[src/rtl/ram_ctrl_pkg.sv]
// ram_ctrl_pkg: shared FSM state type and default geometry for the RAM controller.
package ram_ctrl_pkg;
    typedef enum logic {IDLE, CLEAR} state_e;
    localparam int DATA_W_DEF = 4;
    localparam int ADDR_W_DEF = 5;
endpackage

[src/rtl/btn_sync_edge.sv]
// btn_sync_edge: 2-FF synchroniser for a raw button plus a one-cycle rising-edge pulse.
module btn_sync_edge (
    input  logic clk,
    input  logic rst,
    input  logic btn_raw,
    output logic pulse
);
    logic s1_q, s2_q, s3_q;
    always_ff @(posedge clk or posedge rst)
        if (rst) {s1_q, s2_q, s3_q} <= 3'b000;
        else     {s1_q, s2_q, s3_q} <= {btn_raw, s1_q, s2_q};
    assign pulse = s2_q & ~s3_q;
endmodule

[src/rtl/ram_ctrl_param.sv]
// ram_ctrl_param: single-port RAM controller with debounced-edge write/clear buttons,
// auto-increment write pointer and a one-location-per-cycle clear sequence.
module ram_ctrl_param
    import ram_ctrl_pkg::*;
#(
    parameter int                DATA_W  = DATA_W_DEF,
    parameter int                ADDR_W  = ADDR_W_DEF,
    parameter logic [DATA_W-1:0] CLR_VAL = '0
) (
    input  logic              clk,
    input  logic              rst,
    input  logic [ADDR_W-1:0] addr_in,
    input  logic [DATA_W-1:0] din,
    input  logic              we_btn,
    input  logic              clr_btn,
    input  logic              auto_inc,
    output logic [DATA_W-1:0] dout,
    output logic [ADDR_W-1:0] addr_out,
    output logic              busy
);
    localparam int DEPTH = 2**ADDR_W;
    logic we_p, clr_p, busy_q, busy_d, mem_we;
    state_e state_q, state_d;
    logic [ADDR_W-1:0] cnt_q, cnt_d, wptr_q, wptr_d, waddr;
    logic [DATA_W-1:0] wdata, dout_q;
    logic [DATA_W-1:0] mem [DEPTH];
    btn_sync_edge u_we  (.clk(clk), .rst(rst), .btn_raw(we_btn),  .pulse(we_p));
    btn_sync_edge u_clr (.clk(clk), .rst(rst), .btn_raw(clr_btn), .pulse(clr_p));
    assign addr_out = auto_inc ? wptr_q : addr_in;
    assign dout     = dout_q;
    assign busy     = busy_q;
    // Clear beats a simultaneous write; button pulses during CLEAR are ignored.
    always_comb begin
        state_d = state_q;
        cnt_d   = cnt_q;
        wptr_d  = wptr_q;
        busy_d  = busy_q;
        mem_we  = 1'b0;
        waddr   = addr_out;
        wdata   = din;
        if (state_q == IDLE) begin
            if (clr_p) begin
                state_d = CLEAR;
                cnt_d   = '0;
                wptr_d  = '0;
                busy_d  = 1'b1;
            end else if (we_p) begin
                mem_we = 1'b1;
                wptr_d = auto_inc ? wptr_q + ADDR_W'(1) : wptr_q;
            end
        end else begin
            mem_we = 1'b1;
            waddr  = cnt_q;
            wdata  = CLR_VAL;
            cnt_d  = cnt_q + ADDR_W'(1);
            if (&cnt_q) begin
                state_d = IDLE;
                busy_d  = 1'b0;
            end
        end
    end
    always_ff @(posedge clk or posedge rst)
        if (rst) begin
            state_q <= IDLE;
            cnt_q   <= '0;
            wptr_q  <= '0;
            busy_q  <= 1'b0;
            dout_q  <= '0;
        end else begin
            state_q <= state_d;
            cnt_q   <= cnt_d;
            wptr_q  <= wptr_d;
            busy_q  <= busy_d;
            dout_q  <= mem[addr_in];
        end
    // Array is deliberately unreset; the read above samples before this write lands.
    always_ff @(posedge clk)
        if (mem_we) mem[waddr] <= wdata;
endmodule

[config.mk]
export PLATFORM = sky130hd
export DESIGN_NAME = ram_ctrl_param
export DESIGN_NICKNAME = d
export VERILOG_FILES = /design/src/rtl/ram_ctrl_pkg.sv /design/src/rtl/btn_sync_edge.sv /design/src/rtl/ram_ctrl_param.sv
export SDC_FILE = /design/constraint.sdc
export NUM_CORES = 1
export LEC_CHECK = 0
export CORE_MARGIN = 2
export CORE_UTILIZATION = 50
export DETAILED_ROUTE_END_ITERATION = 10
export PLACE_DENSITY = 0.65
export RECOVER_POWER = 100
export SKIP_CTS_REPAIR_TIMING = 1
export SYNTH_ARGS = -nofsm -noshare
export SYNTH_HDL_FRONTEND = slang
export SYNTH_SLANG_ARGS = --single-unit
[constraint.sdc]
create_clock -name clk -period 2.65 [get_ports clk]
set_input_delay 0.53 -clock clk [delete_from_list [all_inputs] [get_ports clk]]
set_output_delay 0.53 -clock clk [all_outputs]
set_load 0.02 [all_outputs]
==> impl_metrics.py, run 1 <==
metrics = {
    "finish": {
        "register_area_sq_um": 4390,
        "stdcell_area_sq_um": 7290,
        "area_growth_pct": 20.4,
        "final_util_pct": 61.2,
        "mostFrequentLayoutCells": "edfxtp_1 (128), nor2_1 (40), mux4_2 (40), clkbuf_1 (35), dfrtp_1 (22)",
        "n_fill_cell": 895,
        "antenna_cells": 0,
        "drive_gt1_share_pct": 26.3,
        "final_common_cell": "edfxtp_1",
        "nets": 414,
        "multi_input_area_sq_um": 1590,
    },
    "setup_path": {
        "crit_fanout": 11,
        "path_common_cell": "clkdlybuf4s50_1",
        "r2r_cells": 3,
        "slowest_stage": "clkdlybuf4s50_1",
        "end_kind": "output port",
        "required_ns": 2.12,
        "worst-path-buf-inv": 3,
        "cp.depth": 4,
        "start_kind": "input pin",
        "crit_chain": "clkdlybuf4s50_1, buf_12, mux2_1, clkdlybuf4s50_1",
        "critPathKind": "in2out",
        "ff2ff_setup_slack_ns": 0.37,
        "crit_path_max_incr_delay_ns": 0.57,
        "cpLargestDelayFamily": "buffers and inverters",
        "cp.arrival_ns": 2.03,
    },
    "yosys": {
        "synth.avg_cell_area_sq_um": 19.1,
        "synth_cell_types": 26,
        "syn_inst": 317,
        "yosys_warnings": 0,
        "synth_compound_area_share_pct": 0.950,
        "syn_area_sq_um": 6060,
        "yosys.area_share.simple_pct": 5.31,
        "synth_top_family_by_area": "multiplexers",
        "synth_adder_area_share_pct": 0.620,
        "synth_mux_area_share_pct": 18.6,
        "synth_nets": 334,
        "yosysSeqAreaShare_pct": 72.5,
        "synth_xor_area_share_pct": 0.578,
        "synth.top_cell.area_share_pct": 63.4,
        "synthTopCellsByArea": "edfxtp_1 (63%), mux4_2 (15%), dfrtp_1 (9.1%)",
        "yosysTopAreaCell": "edfxtp_1",
        "ys_ff_latch": 150,
    },
    "routing": {
        "routed_wl_mm": 12.1,
        "vias_per_cell": 5.58,
        "drt_pass1_iterations": 4,
        "drc_errors": 0,
        "post_drt_wl_per_cell_microns": 21.8,
        "vias": 3110,
        "drt-initial-drc-count": 288,
        "final_antenna_net_count": 0,
    },
    "hold_path": {
        "worstHoldPathCells": 0,
        "hold_path_class": "reg2reg",
    },
    "floorplanning": {
        "die_w_microns": 114,
        "rows": 40,
        "start_util_pct": 50.9,
        "die_y_microns": 114,
        "core_sq_um": 11900,
        "pin_count": 24,
        "dieArea_sq_um": 13000,
    },
    "sta": {
        "max_freq_mhz": 391,
        "fin_skew_ns": 0.0128,
        "setup_viol": 0,
        "maxSlewViolCount": 0,
        "slew_headroom_pct": 13.9,
        "tns_ns": 0,
        "hold_violations": 0,
        "rsz0062_at_grt": "no",
        "period_share_pct": 96.6,
        "holdWs_ns": 0.356,
        "worst_pin_slew_ns": 1.29,
        "fin_crit_ns": 2.56,
    },
    "placed_design": {
        "dpl-instance-area_sq_um": 6850,
        "dp_hpwl_mm": 8.14,
        "place.port_buffers": 23,
        "place_congestion": 0.778,
    },
    "global_routing": {
        "grt-ovfl-total": 0,
        "grt_pass1_wl_mm": 18.9,
        "grt_max_degree": 33,
        "grt_pass1_vias": 3292,
        "grt.total_usage_pct": 20.7,
        "antenna_found_initial": 0,
    },
    "pwr": {
        "leakage_nw": 2.58,
        "ir_drop_mv": 0.584,
        "pwr_density_cell_nw_per_um2": 955,
        "power.total_mw": 6.97,
    },
    "clocking": {
        "clkLatencyLatePin_ns": 0.43,
        "numCtsBuffers": 17,
        "cts.sinks": 150,
        "cts_tree": "yes",
        "clockBufferDepth": 2,
        "htreeDepth": 4,
        "cts.clk_slew.worst_paths_ns": 0.06,
        "root_buffer": "clkbuf_16",
    },
    "outcome": {
        "status": "finished, final reports clean",
    },
    "flow_run": {
        "cap_viol_max_count": 0,
    },
}
[logic make-up (layout without fill, tap and decap cells)]
family	Yosys count	in the layout
adders and majority gates	3	3
AOI/OAI and AO/OA	9	9
muxes	61	61
buffers and inverters	17	110
xor gates and xnor gates	4	4
DFF	150	150
and+or+nand+nor	73	73
[area by class of cell]
class	instances	area share, %
Clock buffer	24	7.62
Clock inverter	8	0.703
Inverter	3	0.154
Multi-Input combinational cell	150	21.8
Sequential cell	150	60.2
Tap cell	147	2.52
Timing Repair Buffer	75	6.95
[routing by layer]
metal	up-vias	GRT usage, %	share of wire (%)
met3	10	4.76	3.1
met4	0	7.56	1.3
li1	1426	-	-
met1	1617	27.8	44
met5	-	0	0
met2	57	33.5	51
[Yosys cell counts]
cell / number
nand3_1: 13
nand2b_1: 1
buf_6: 1
xor2_1: 3
dfrtp_1: 22
buf_4: 3
mux2i_1: 6
a31o_2: 1
nor2_1: 40
nand2_1: 9
ha_1: 3
clkbuf_1: 9
inv_1: 3
nor4bb_1: 1
nor2b_1: 6
o22ai_1: 1
mux4_2: 40
o21ai_0: 5
xnor2_1: 1
nand4_1: 2
and3_1: 1
mux2_2: 15
edfxtp_1: 128
buf_1: 1
a32o_1: 1
a21o_1: 1
[worst paths after layout]
| path | start | to |
|---|---|---|
| min | u_we.s1_q | u_we.s2_q |
| max reg2reg | state_q | mem[3][3] |
| max | addr_in[2] | addr_out[2] |
| min in group asynchronous | rst | wptr_q[3] |
| max in group asynchronous | rst | dout[3] |
| min reg2reg | u_we.s1_q | u_we.s2_q |
[worst reg2reg max path: cells and delay by family (launching register included)]
family | cells | cell delay, ns
flops | 1 | 0.69
simple gates | 1 | 0.09
buf+inv | 2 | 1.06
[power by group]
part | switching, mW | internal (mW) | total [mW]
Combinational | 0.838 | 0.555 | 1.39
Sequential | 0.161 | 3.01 | 3.18
Clock | 0.929 | 1.47 | 2.40
[flip-flops by register name, indices dropped and copies added, names as in the netlist, 4 cells and up]
signal  cells
mem       128
cnt_q       5
wptr_q      5
dout        4
[through the flow]
step	std cells	setup WS [ns]
detailed placement	525	-0.121
global placement	525	-0.0348
finish	557	0.0895
global route	557	0.0535
CTS	557	0.00596
floorplan	317	0.388
Power figures use the tool's default switching activity.
==> run 2, diff against run 1 <==
--- a/config.mk
+++ b/config.mk
@@ -5,10 +5,12 @@
 export SDC_FILE = /design/constraint.sdc
 export NUM_CORES = 1
 export LEC_CHECK = 0
+export ABC_AREA = 1
+export CAP_MARGIN = 10
 export CORE_MARGIN = 2
 export CORE_UTILIZATION = 50
 export DETAILED_ROUTE_END_ITERATION = 10
-export PLACE_DENSITY = 0.65
+export PLACE_DENSITY = 0.64
 export RECOVER_POWER = 100
 export SKIP_CTS_REPAIR_TIMING = 1
 export SYNTH_ARGS = -nofsm -noshare
==> run 2 against run 1 <==
Net effect: fmax is 1.5% lower; clock power decreased by 7%; total power down 2.2%; die area grew 6.0%; largest cell class unchanged; critical endpoint is now addr_out[1]; sequential power about the same; final area is 0.82% higher.
==> impl_metrics.py, run 2 <==
metrics = {
    "finish": {
        "regMostFlops": "mem",
        "drive_gt1_share_pct": 9.66,
        "nets": 646,
        "fin_cells": 814,
        "final_common_cell": "nand2_1",
        "largest_register_ffs": 128,
        "reg_top3": "mem (128), cnt_q (5), wptr_q (5)",
        "antenna_cells": 0,
        "final_util_pct": 58.3,
        "n_fill_cell": 1080,
        "area_growth_pct": 14.2,
        "mostFrequentLayoutCells": "nand2_1 (210), edfxtp_1 (128), nand3_1 (105), nor2_1 (39), dfrtp_1 (22)",
    },
    "clocking": {
        "htreeDepth": 4,
        "clkLatencyLatePin_ns": 0.42,
        "numCtsBuffers": 17,
        "cts.sinks": 150,
        "clockBufferDepth": 2,
        "root_buffer": "clkbuf_16",
        "cts_tree": "yes",
        "cts.clk_slew.worst_paths_ns": 0.06,
    },
    "yosys": {
        "synth.top_cell.area_share_pct": 59.7,
        "synth_nets": 612,
        "yosysSeqAreaShare_pct": 68.3,
        "ys_ff_latch": 150,
        "synth_flop_cell": "edfxtp_1",
        "synth_cell_types": 30,
        "syn_inst": 595,
        "yosysTopAreaCell": "edfxtp_1",
        "synth.avg_cell_area_sq_um": 10.8,
        "syn_area_sq_um": 6440,
        "synth_most_common_cell": "nand2_1",
        "synthTopCellsByArea": "edfxtp_1 (60%), nand2_1 (12%), dfrtp_1 (8.6%)",
        "async_flop_share_pct": 14.7,
        "synth_commonest_cells": "nand2_1 (207), edfxtp_1 (128), nand3_1 (103), nor2_1 (43), dfrtp_1 (22)",
        "yosys_warnings": 0,
        "synth-edff-count": 128,
    },
    "floorplanning": {
        "pin_count": 24,
        "die_w_microns": 117,
        "core_sq_um": 12600,
        "start_util_pct": 51.0,
        "dieArea_sq_um": 13800,
        "rows": 41,
        "die_y_microns": 117,
    },
    "global_routing": {
        "grt-ovfl-total": 0,
        "grt.total_usage_pct": 21.6,
        "grt_pass1_vias": 4438,
        "antenna_found_initial": 0,
        "grt_pass1_wl_mm": 22.8,
        "grt_max_degree": 65,
    },
    "sta": {
        "max_freq_mhz": 385,
        "rsz0062_at_grt": "no",
        "fin_skew_ns": 0.00728,
        "worst_pin_slew_ns": 0.825,
        "setup_viol": 0,
        "maxSlewViolCount": 0,
        "tns_ns": 0,
        "slew_headroom_pct": 44.9,
        "fin_crit_ns": 2.60,
        "holdWs_ns": 0.353,
        "period_share_pct": 98.1,
        "hold_violations": 0,
        "worst_slack_ns": 0.0511,
    },
    "setup_path": {
        "r2r_cells": 6,
        "end_kind": "output port",
        "crit_chain": "dlygate4sd3_1, inv_2, o21ai_2, clkdlybuf4s50_1",
        "required_ns": 2.12,
        "crit_fanout": 2,
        "r2r_start": "state_q",
        "r2r-end": "mem[3][3]",
        "cp.arrival_ns": 2.07,
        "start_kind": "input pin",
        "slowest_stage": "dlygate4sd3_1",
        "critPathKind": "in2out",
        "ff2ff_setup_slack_ns": 0.24,
        "crit_path_max_incr_delay_ns": 0.65,
    },
    "routing": {
        "vias": 4329,
        "drc_errors": 0,
        "final_antenna_net_count": 0,
        "routed_wl_mm": 14.1,
        "post_drt_wl_per_cell_microns": 17.3,
        "drt-initial-drc-count": 316,
        "vias_per_cell": 5.32,
        "drt_pass1_iterations": 4,
    },
    "outcome": {
        "status": "finished, final reports clean",
    },
    "placed_design": {
        "dpl.cell_count": 782,
        "dp_hpwl_mm": 9.11,
        "place.port_buffers": 23,
        "dp_slack_ns": 0.0886,
        "place_congestion": 0.878,
    },
    "hold_path": {
        "hold_path_class": "reg2reg",
        "holdCritStartpoint": "u_we.s1_q",
        "worstHoldPathCells": 0,
        "hold_end": "u_we.s2_q",
    },
    "flow_run": {
        "cap_viol_max_count": 0,
    },
    "pwr": {
        "ir_drop_mv": 0.460,
        "leakage_nw": 2.90,
        "pwr_density_cell_nw_per_um2": 927,
    },
}
[run 2: cell count changes after synthesis, moves of 9 or more]
| cell | previous run | this run |
|---|---|---|
| mux4_2 | 40 | 0 |
| mux2_2 | 15 | 0 |
| inv_1 | 3 | 20 |
| nand3_1 | 13 | 103 |
| o21ai_2 | 0 | 9 |
| clkbuf_1 | 9 | 0 |
| nand2_1 | 9 | 207 |
| buf_2 | 0 | 15 |
[run 2: cells by family after synthesis]
kind of cell / synth area share [%]
simple gates: 24.1
flops: 68.3
buf+inv: 4.35
compound gates: 2.60
fa+ha+maj: 0.583
xor+xnor: 0.136
[run 2: worst max-delay path, delay by kind of cell]
| kind | cells | cell delay (ns) |
|---|---|---|
| buffers and inverters | 3 | 1.35 |
| AOI/OAI and AO/OA | 1 | 0.18 |
[run 2: layout make-up]
cell class                 count  area (sq um)  share of cell area (%)
multi-input combinational    391          1760                    23.9
sequential                   150          4390                    59.7
inverter                      26           100                    1.36
clock inverter                12           111                    1.51
clock buffer                  20           437                    5.94
timing repair buffer          43           340                    4.63
tap                          172           215                    2.93
[run 2: worst max-delay path by stage]
stage                          start          end  slack, ns  depth (start not counted)
after floorplan           addr_in[2]   mem[31][0]       0.75                          7
after global placement    addr_in[1]  addr_out[1]       0.11                          4
after detailed placement    auto_inc   mem[24][0]       0.09                          6
after CTS                   auto_inc  addr_out[4]       0.11                          5
after global routing      addr_in[1]  addr_out[1]       0.02                          4
final                     addr_in[1]  addr_out[1]       0.05                          4
[run 2: per-layer routing]
metal	share of wire, %	up-vias	global-route usage (%)	wire length [microns]
met5	0	-	0	0
met4	2.3	0	9.19	320
met1	44	2095	28.6	6150
met2	50	120	35.4	6970
met3	4.5	25	4.02	634
li1	-	2089	-	-
[run 2: power by group]
group          internal (mW)  leakage, nW  switching, mW
clock                   1.36        0.267          0.879
combinational          0.362         1.18           1.06
sequential              3.02         1.45          0.136
[run 2: per-stage QoR]
step,power [mW],cell area (sq um)
2_1_floorplan,4.11,6440
3_3_place_gp,4.64,6870
3_5_place_dp,4.68,6870
4_1_cts,6.91,7420
5_1_grt,7.14,7350
6_report,6.81,7350
==> RTL change 1: new RTL, config.mk and constraints of run 2 <==
Remove the register `dout_q`: a continuous assignment takes its place, so the output `dout` follows one clock earlier.
--- a/src/rtl/ram_ctrl_param.sv
+++ b/src/rtl/ram_ctrl_param.sv
@@ -65,14 +65,14 @@
             cnt_q   <= '0;
             wptr_q  <= '0;
             busy_q  <= 1'b0;
-            dout_q  <= '0;
         end else begin
             state_q <= state_d;
             cnt_q   <= cnt_d;
             wptr_q  <= wptr_d;
             busy_q  <= busy_d;
-            dout_q  <= mem[addr_in];
         end
+
+    assign dout_q = mem[addr_in];
     // Array is deliberately unreset; the read above samples before this write lands.
     always_ff @(posedge clk)
         if (mem_we) mem[waddr] <= wdata;
Formal check against the unedited RTL: not equivalent (a bounded check fails within 4 cycles, from zero or initial values and one cycle with rst high).
==> RTL change 1 against run 2 <==
  * Cell area up 6.2%
  * Sequential cell count down 4
  * Routed wire length up 4.5%
  * Die area down 1.3%
  * Worst setup slack better by 0.036 ns
  * Count of clock-buffer cells in the layout down 2
  * Register-to-register slack better by 0.33 ns
  * Final cell count up 5.4%
  * Total power up 17%
  * Area after synthesis down 1.3%
  * Critical endpoint unchanged
  * Largest power group unchanged
  * Highest routed layer unchanged
==> RTL change 1: results (changes against run 2) <==
- Hold Crit Start: u_clr.s1_q (was u_we.s1_q)
- NumNets Final: 691 (was 646)
- Leading post-synthesis cells by cell area: edfxtp_1 61%, nand2_1 12%, nand3_1 8.2% (was edfxtp_1 60%, nand2_1 12%, dfrtp_1 8.6%)
- Cell Int Power: 5.618 mW (was 4.745 mW)
- DR pass1 iterations: 5 (was 4)
- Asr flop ratio synth: 12.33% (was 14.67%)
- Critical R2R Capture: mem[8][3] (was mem[3][3])
- Met3 Wirelength: 863 um (was 634 um)
- Status: completed (unchanged)
- Total gr overflow: 0 (unchanged)
- Met3 Use GR: 5.293% (was 4.021%)
- R2R setup slack: 0.57 ns (was 0.24 ns)
- Metal-1 WL: 6343 um (was 6148 um)
- Synthesized Nets: 608 (was 612)
- Worst Hold Path EP: u_clr.s2_q (was u_we.s2_q)
- WP data arrival: 2.03 ns (was 2.07 ns)
- Initial DRC Count: 412 (was 316)
- Worst R2R Path Depth: 7 (was 6)
- First-pass GRT wire length: 22970 um (was 22770 um)
- Leak pwr: 3.186 nW (was 2.897 nW)
- Clock Skews: 0.006085 ns (was 0.007278 ns)
- Vias in the first global route: 4475 (was 4438)
- Total power draw: 7.990 mW (was 6.815 mW)
- Seq pwr share: 40.3% (was 46.3%)
- Slew headroom: 24.91% (was 44.95%)
- Max VDD drop: 0.5071 mV (was 0.4602 mV)
- F_max: 390.2 MHz (was 384.8 MHz)
- Met2 Use GR: 38.23% (was 35.42%)
- CP max FO: 4 (was 2)
- Worst setup path start: auto_inc (was addr_in[1])
- Routing usage on met1: 30.27% (was 28.62%)
- GRT Util Overall: 23.39% (was 21.65%)
- Commonest cells post-synth: 202 x nand2_1, 128 x edfxtp_1, 104 x nand3_1 (was 207 x nand2_1, 128 x edfxtp_1, 103 x nand3_1)
- Share of cells above drive strength 1: 14.87% (was 9.657%)
- HPWL after DPL: 10250 um (was 9108 um)
- Routed via count: 4550 (was 4329)
[RTL change 1: critical path, cell delays in order]
cell             delay [ns]
clkdlybuf4s50_1        0.46
buf_4                  0.17
o21ai_2                0.18
dlygate4sd3_1          0.69
[RTL change 1: cells by family (layout without fill, tap and decap cells)]
| group | Yosys count | count (layout) | synth area share, % |
|---|---|---|---|
| simple gates | 364 | 364 | 24.64 |
| flops | 146 | 146 | 67.60 |
| buf+inv | 55 | 150 | 4.432 |
| compound gates | 23 | 23 | 2.738 |
| fa+ha+maj | 3 | 3 | 0.5910 |
[RTL change 1: through the flow]
step	hold slack, ns	cells
5_1_grt	0.3638	858
3_5_place_dp	0.3413	827
2_1_floorplan	0.3312	591
4_1_cts	0.3542	858
3_3_place_gp	0.3387	827
6_report	0.3519	858
[RTL change 1: layout make-up]
class	count	area (um2)
Sequential cell	146	4294
Fill cell	1059	4710
Tap cell	172	215.2
Clock inverter	13	239.0
Clock buffer	18	429.2
Inverter	27	101.3
Multi-Input combinational cell	390	1754
Timing Repair Buffer	92	774.5
==> RTL change 2: new RTL, settings of run 2 <==
Made on the original files. `DATA_W_DEF`: 4 -> 5.
--- a/src/rtl/ram_ctrl_pkg.sv
+++ b/src/rtl/ram_ctrl_pkg.sv
@@ -1,7 +1,7 @@
 // ram_ctrl_pkg: shared FSM state type and default geometry for the RAM controller.
 package ram_ctrl_pkg;
     typedef enum logic {IDLE, CLEAR} state_e;
-    localparam int DATA_W_DEF = 4;
+    localparam int DATA_W_DEF = 5;
     localparam int ADDR_W_DEF = 5;
 endpackage
 
Interface: changed (resized din and dout); port bits go from 24 to 26. The function was not compared with the original's and may differ.
==> RTL change 2 against run 2 <==
  * Sequential cell count is 33 higher
  * Global-route usage grew 1.1 points
  * Area after synthesis is 21% higher
  * Hold slack got worse by 0.0043 ns
  * Combinational power increased by 18%
  * Die area grew 21%
  * Core utilization up 0.23 points
  * Total power rose by 17%
  * Worst setup slack gained 0.037 ns
  * Cell area increased by 21%
  * Routed wire length grew 25%
  * Via count is 22% higher
  * Largest power group unchanged
==> RTL change 2: results (changes against run 2) <==
- Status: completed (unchanged)
- Compound-Gate Fraction of Synth Area: 2.336% (was 2.604%)
- WP data arrival: 2.03 ns (was 2.07 ns)
- Fillcell total: 1301 (was 1080)
- Asr flop ratio synth: 12.57% (was 14.67%)
- EDFF count, synth: 160 (was 128)
- PD cells: 890.2 nW/um2 (was 926.6 nW/um2)
- Leading post-synthesis cells by cell area: edfxtp_1 61%, nand2_1 12%, nand3_1 8.1% (was edfxtp_1 60%, nand2_1 12%, dfrtp_1 8.6%)
- Critical R2R Capture: mem[26][4] (was mem[3][3])
- Crit-path max cell delay: 0.69 ns (was 0.65 ns)
- Commonest cells post-synth: 248 x nand2_1, 160 x edfxtp_1, 127 x nand3_1 (was 207 x nand2_1, 128 x edfxtp_1, 103 x nand3_1)
- CP max FO: 11 (was 2)
- Synthesized Nets: 724 (was 612)
- First-pass GRT wire length: 27950 um (was 22770 um)
- Max reg flops: 160 (was 128)
- GRT Util Overall: 22.79% (was 21.65%)
- Leak pwr: 3.522 nW (was 2.897 nW)
- Worst-margin pin slew: 1.175 ns (was 0.8249 ns)
- Sequential-to-total area share from yosys stat: 68.80% (was 68.26%)
- NumNets Final: 780 (was 646)
- Share of cells above drive strength 1: 12.00% (was 9.657%)
- Gpl congestion: 0.8592 (was 0.8776)
- Worst Hold Slack: 0.3485 ns (was 0.3528 ns)
- Place WS: 0.09396 ns (was 0.08863 ns)
- Yosys top cell area share: 61.44% (was 59.71%)
- Worst R2R Path Depth: 7 (was 6)
- Adder-Cell Fraction of Synth Area: 0.4800% (was 0.5831%)
- Clock Skews: 0.008044 ns (was 0.007278 ns)
- Vias per cell: 5.338 (was 5.318)
- Psw: 2.415 mW (was 2.070 mW)
- Mapped Cells: 706 (was 595)
- Fin cells: 986 (was 814)
- Vias in the first global route: 5185 (was 4438)
[RTL change 2: kinds of logic after synthesis]
kind of cell               Yosys count
DFF                                183
adders and majority gates            3
buffers and inverters               62
and+or+nand+nor                    435
xor gates and xnor gates             1
AOI/OAI and AO/OA                   22
[RTL change 2: worst max-delay path, delay by kind of cell]
family                 cells  cell delay [ns]
and+or+nand+nor            1             0.07
AOI/OAI and AO/OA          1             0.08
buffers and inverters      3             1.35
[RTL change 2: cell type report]
type | instances | area share, %
clock buffer | 20 | 5.242
inverter | 27 | 1.247
sequential | 183 | 60.27
timing repair buffer | 72 | 5.900
tap | 211 | 2.957
multi-input combinational | 461 | 23.11
clock inverter | 12 | 1.275
[RTL change 2: how the worst max path moves through the flow]
stage	from	to	slack, ns
after floorplan	addr_in[0]	mem[13][0]	0.74
after global placement	addr_in[2]	addr_out[2]	0.12
after detailed placement	auto_inc	addr_out[2]	0.09
after CTS	addr_in[2]	addr_out[2]	0.09
after global routing	state_q	mem[18][2]	0.02
final	auto_inc	addr_out[0]	0.09
[RTL change 2: per-layer routing]
metal | vias to the layer above | track usage [%] | part of all wire (%)
li1 | 2519 | - | -
met1 | 2574 | 30.98 | 44
met2 | 152 | 36.85 | 48
met3 | 18 | 5.285 | 6.0
met4 | 0 | 7.417 | 1.5
met5 | - | 0 | 0
[RTL change 2: power groups by stage]
stage	Sequential, mW	Combinational, mW	Clock [mW]
3_3_place_gp	3.87	1.72	0
2_1_floorplan	3.85	1.08	0
4_1_cts	3.82	1.78	2.48
6_report	3.83	1.67	2.45
3_5_place_dp	3.88	1.77	0
5_1_grt	3.86	1.86	2.59
